File: src/rtl/alu_link_pkg.sv
// Shared definitions for the ALU command link: byte widths, command byte order
// and the sender FSM state encoding.
package alu_link_pkg;

    localparam int LEN_DATA_DEFAULT = 8;
    localparam int OPCODE_W         = 6;
    localparam int NUM_CMD_BYTES    = 3;
    localparam int IDX_W            = 2;

    // Wire order of the command bytes.
    localparam logic [IDX_W-1:0] IDX_A  = 2'd0;
    localparam logic [IDX_W-1:0] IDX_B  = 2'd1;
    localparam logic [IDX_W-1:0] IDX_OP = 2'd2;

    typedef enum logic [2:0] {
        ST_IDLE,
        ST_SEND,
        ST_WAIT_TX,
        ST_WAIT_RX,
        ST_DONE
    } state_t;

endpackage

File: src/rtl/rx_timeout_timer.sv
// Cycle counter for the receive wait; expired flags the last allowed cycle.
module rx_timeout_timer #(
    parameter int TIMEOUT_CYCLES = 1_000_000
) (
    input  logic clk,
    input  logic reset,
    input  logic clear,
    input  logic enable,
    output logic expired
);
    localparam int CNT_W = $clog2(TIMEOUT_CYCLES);
    localparam logic [CNT_W-1:0] LAST = CNT_W'(TIMEOUT_CYCLES - 1);

    logic [CNT_W-1:0] count_reg;

    // The count parks at LAST until the next clear.
    always_ff @(posedge clk or posedge reset) begin
        if (reset) begin
            count_reg <= '0;
        end else if (clear) begin
            count_reg <= '0;
        end else if (enable && !expired) begin
            count_reg <= count_reg + CNT_W'(1);
        end
    end

    assign expired = (count_reg == LAST);

endmodule

File: src/rtl/alu_cmd_sender.sv
// Sends A, B and OPCODE over a UART byte link, then waits (with timeout) for
// the single-byte ALU result.
module alu_cmd_sender
    import alu_link_pkg::*;
#(
    parameter int LEN_DATA       = LEN_DATA_DEFAULT,
    parameter int TIMEOUT_CYCLES = 1_000_000
) (
    input  logic                clk,
    input  logic                reset,
    input  logic                cmd_valid,
    input  logic [LEN_DATA-1:0] a_in,
    input  logic [LEN_DATA-1:0] b_in,
    input  logic [OPCODE_W-1:0] opcode_in,
    output logic                cmd_ready,
    output logic                tx_start,
    output logic [LEN_DATA-1:0] tx_data,
    input  logic                tx_done_tick,
    input  logic                rx_done_tick,
    input  logic [LEN_DATA-1:0] rx_data,
    output logic [LEN_DATA-1:0] result,
    output logic                result_valid,
    output logic                timeout,
    output logic                busy
);
    state_t              state_reg;
    logic [IDX_W-1:0]    idx_reg;
    logic [IDX_W-1:0]    idx_next;
    logic [LEN_DATA-1:0] cmd_bytes_reg [NUM_CMD_BYTES];
    logic                timer_clear;
    logic                timer_enable;
    logic                timer_expired;

    assign cmd_ready    = (state_reg == ST_IDLE);
    assign busy         = ~cmd_ready;
    assign idx_next     = idx_reg + IDX_W'(1);
    assign timer_clear  = (state_reg == ST_WAIT_TX) && tx_done_tick && (idx_reg == IDX_OP);
    assign timer_enable = (state_reg == ST_WAIT_RX);

    rx_timeout_timer #(
        .TIMEOUT_CYCLES(TIMEOUT_CYCLES)
    ) u_timer (
        .clk     (clk),
        .reset   (reset),
        .clear   (timer_clear),
        .enable  (timer_enable),
        .expired (timer_expired)
    );

    always_ff @(posedge clk or posedge reset) begin
        if (reset) begin
            state_reg    <= ST_IDLE;
            idx_reg      <= IDX_A;
            tx_start     <= 1'b0;
            tx_data      <= '0;
            result       <= '0;
            result_valid <= 1'b0;
            timeout      <= 1'b0;
            for (int i = 0; i < NUM_CMD_BYTES; i++) begin
                cmd_bytes_reg[i] <= '0;
            end
        end else begin
            tx_start     <= 1'b0;
            result_valid <= 1'b0;
            timeout      <= 1'b0;
            case (state_reg)
                ST_IDLE: begin
                    if (cmd_valid) begin
                        cmd_bytes_reg[IDX_A]  <= a_in;
                        cmd_bytes_reg[IDX_B]  <= b_in;
                        cmd_bytes_reg[IDX_OP] <= LEN_DATA'(opcode_in);
                        idx_reg   <= IDX_A;
                        // Byte A goes straight to the pins so tx_start lands next cycle.
                        tx_data   <= a_in;
                        tx_start  <= 1'b1;
                        state_reg <= ST_SEND;
                    end
                end
                ST_SEND: begin
                    state_reg <= ST_WAIT_TX;
                end
                ST_WAIT_TX: begin
                    if (tx_done_tick) begin
                        if (idx_reg == IDX_OP) begin
                            state_reg <= ST_WAIT_RX;
                        end else begin
                            idx_reg   <= idx_next;
                            tx_data   <= cmd_bytes_reg[idx_next];
                            tx_start  <= 1'b1;
                            state_reg <= ST_SEND;
                        end
                    end
                end
                ST_WAIT_RX: begin
                    // Reception has priority over a coincident expiry.
                    if (rx_done_tick) begin
                        result       <= rx_data;
                        result_valid <= 1'b1;
                        state_reg    <= ST_DONE;
                    end else if (timer_expired) begin
                        timeout   <= 1'b1;
                        state_reg <= ST_IDLE;
                    end
                end
                ST_DONE: begin
                    state_reg <= ST_IDLE;
                end
                default: begin
                    state_reg <= ST_IDLE;
                end
            endcase
        end
    end

endmodule

File: config.mk
export PLATFORM = sky130hd
export DESIGN_NAME = alu_cmd_sender
export DESIGN_NICKNAME = d
export VERILOG_FILES = /design/src/rtl/alu_link_pkg.sv /design/src/rtl/rx_timeout_timer.sv /design/src/rtl/alu_cmd_sender.sv
export SDC_FILE = /design/constraint.sdc
export NUM_CORES = 1
export LEC_CHECK = 0
export ABC_AREA = 0
export BUFFER_PORTS_ARGS = -buffer_cell sky130_fd_sc_hd__buf_4
export CAP_MARGIN = 25
export CELL_PAD_IN_SITES_DETAIL_PLACEMENT = 0
export CELL_PAD_IN_SITES_GLOBAL_PLACEMENT = 2
export CORE_ASPECT_RATIO = 0.7
export CORE_MARGIN = 2
export CORE_UTILIZATION = 39
export CTS_CLUSTER_DIAMETER = 200
export DETAILED_ROUTE_END_ITERATION = 6
export PLACE_DENSITY = 0.94
export SLEW_MARGIN = 15
export SYNTH_ARGS = -nofsm -noshare
export SYNTH_HDL_FRONTEND = slang
export SYNTH_SLANG_ARGS = --single-unit
File: constraint.sdc
create_clock -name clk -period 4.03 [get_ports clk]
set_clock_uncertainty 0.1 [all_clocks]
set_input_delay 0.403 -clock clk [delete_from_list [all_inputs] [get_ports clk]]
set_output_delay 0.403 -clock clk [all_outputs]
set_load 0.02 [all_outputs]
==> results.py <==
metrics = {
    "timing": {
        "hold_viol_final": 0,
        "relSlewSlack_pct": 44.0,
        "finalSetupTns_ns": 0,
        "tightest_slew_ns": 0.839,
        "min_period_over_period_pct": 58.1,
        "rsz0062_at_grt": "false",
        "slew_violations": 0,
        "setup_viol": 0,
        "fin_crit_ns": 2.34,
        "fmax_mhz": 427,
    },
    "pwr": {
        "power_per_cell_area_nw_per_um2": 840,
        "leakage_uw": 0.00181,
        "peakVddDrop_uv": 386,
    },
    "global_routing": {
        "antenna_found_initial": 0,
        "grt_pass1_vias": 2389,
        "grt_pass1_wl_um": 12300,
        "grt_max_degree": 41,
        "grt.total_usage_pct": 17.7,
        "grt_overflow": 0,
    },
    "yosys": {
        "ys_types": 47,
        "synth-edff-count": 0,
        "syn_area_per_cell_um2": 11.2,
        "ys_dominant_reg_cell": "dfrtp_1",
        "synth_cells": 289,
        "mappedNetlistNets": 326,
        "async_flop_share_pct": 100,
        "seq_area_frac_synth_pct": 51.0,
        "ys_ff_latch": 66,
        "syn_area_um2": 3240,
        "yosys_warnings": 0,
    },
    "final_layout": {
        "largest_register_ffs": 22,
        "synthToLayoutAreaGrowth_pct": 24.9,
        "fin_nets": 377,
        "drive_gt1_share_pct": 33.7,
        "layout_commonest_cell": "dfrtp_1",
        "final_cell_mix": "dfrtp_1 (66), buf_4 (57), mux2_2 (36)",
        "final_util_pct": 50.7,
        "insertedDiodeCount": 0,
    },
    "die": {
        "placementRows": 27,
        "die_height_um": 80.2,
        "io_pins": 56,
        "start_util_pct": 40.6,
        "core_um2": 7970,
        "die_w_um": 113,
        "die_area_um2": 9060,
    },
    "drt": {
        "wire_per_inst_um": 16.6,
        "drtAntennaViolNets": 0,
        "wl_um": 7380,
        "vias": 2392,
        "drtPass1Iterations": 6,
        "vias_per_cell": 5.38,
        "first_iter_violations": 173,
        "drt_drc_violations_left": 2,
    },
    "clock_tree": {
        "cts.htree.levels": 3,
        "clock-sinks": 66,
        "cts_buffer_depth": 2,
        "cts_tree": "done",
        "cts_resized": 0,
        "cts_setup_buffers": 0,
        "cts-hold-fix-buffers": 0,
        "clk_pin_slew_ns": 0.05,
        "cts_root_buf": "clkbuf_16",
        "cts_made_buffers": 9,
        "clk_latency_ns": 0.33,
    },
    "placed_design": {
        "gp_congestion": 0.824,
        "port_buffers": 55,
        "hpwl_um": 5220,
    },
    "critical_path": {
        "worstSetupPathType": "reg -> reg",
        "cp_cell_sequence": "inv_1, ha_1, mux2_2, a221o_1, o21ai_0, o21ai_1",
        "worst_setup_path_start_kind": "register",
        "worst_setup_path_end_kind": "register",
        "max_stage_delay_ns": 0.56,
        "arrival_ns": 2.43,
        "worst_path_max_delay_cell": "dfrtp_1",
        "crit_fanout": 11,
        "crit_required_ns": 4.12,
    },
    "outcome": {
        "violations": "design-rule violations",
        "status": "finished with violations",
    },
    "min_path": {
        "hold_class": "in -> async",
    },
    "job": {
        "cap_violations": 0,
    },
}
## synth_stat cells, types with 3 or more instances
| cell | n | share of area [%] |
|---|---|---|
| dfrtp_1 | 66 | 51 |
| mux2_2 | 36 | 13 |
| nand2_1 | 24 | 2.8 |
| o21ai_1 | 13 | 2.0 |
| o21ai_0 | 12 | 1.9 |
| buf_2 | 10 | 1.5 |
| mux2i_1 | 10 | 3.1 |
| nand4_1 | 10 | 1.9 |
| nor2_1 | 9 | 1.0 |
| inv_1 | 8 | 0.93 |
| a21oi_1 | 7 | 1.1 |
| or3_1 | 7 | 1.4 |
| a221o_1 | 6 | 1.9 |
| nand2b_1 | 6 | 1.2 |
| and2_1 | 5 | 0.97 |
| and3_1 | 5 | 0.97 |
| and4_1 | 5 | 1.4 |
| nand3_1 | 5 | 0.77 |
| xor2_1 | 5 | 1.4 |
| clkbuf_1 | 3 | 0.35 |
## stage by stage
| stage | instances | instance area, um2 | total power (uW) | setup WS (ns) | hold WS (ns) |
|---|---|---|---|---|---|
| floorplan | 289 | 3240 | 2110 | 1.84 | 0.353 |
| global placement | 430 | 3690 | 2450 | 1.78 | 0.370 |
| global route | 445 | 4050 | 3620 | 1.55 | 0.196 |
| CTS | 445 | 4050 | 3410 | 1.71 | 0.181 |
| finish | 445 | 4050 | 3400 | 1.69 | 0.151 |
| detailed placement | 430 | 3690 | 2480 | 1.71 | 0.381 |
## cell families (layout without fill, tap and decap cells)
logic type | Yosys count | count (layout) | share of synthesized area (%)
fa+ha+maj | 2 | 2 | 0.773
xor+xnor | 5 | 5 | 1.35
mux | 46 | 46 | 15.6
compound gates | 52 | 52 | 10.2
buf+inv | 25 | 80 | 3.98
flops | 66 | 66 | 51.0
simple gates | 93 | 93 | 17.1
## layout make-up
class                           instances  area [um2]
Fill cell                             701        3930
Sequential cell                        66        1650
Multi-Input combinational cell        198        1460
Timing Repair Buffer                   57         428
Clock buffer                           11         253
Tap cell                              101         126
Clock inverter                          4        98.8
Inverter                                8        30.0
## critical path, delay by kind of cell (launching register included)
family,cells,cell delay [ns]
flops,1,0.56
fa+ha+maj,1,0.54
buf+inv,1,0.12
mux,1,0.39
compound gates,3,0.50
## final timing paths
kind / start / to / slack, ns / cells after the start
setup / recovery: idx_reg[0] / tx_data[2] / 1.69 / 6
min in group clk: rx_data[4] / result[4] / 0.20 / 2
setup reg to reg: idx_reg[0] / tx_data[2] / 1.69 / 6
max in group asynchronous: reset / idx_reg[1] / 2.80 / 3
hold / removal: reset / result[2] / 0.15 / 2
hold reg to reg: tx_data[6] / tx_data[6] / 0.38 / 2
## report_power, final
group	internal (uW)	switching, uW	total [uW]
clock	635	276	911
combinational	599	639	1240
sequential	980	268	1250
## metal layers
metal | wire length [um] | GRT usage (%)
met1 | 3660 | 25.8
met2 | 3140 | 24.4
met3 | 507 | 5.96
met4 | 70 | 5.85
met5 | 0 | 0
Note: power is estimated with default switching activity, not from simulation.
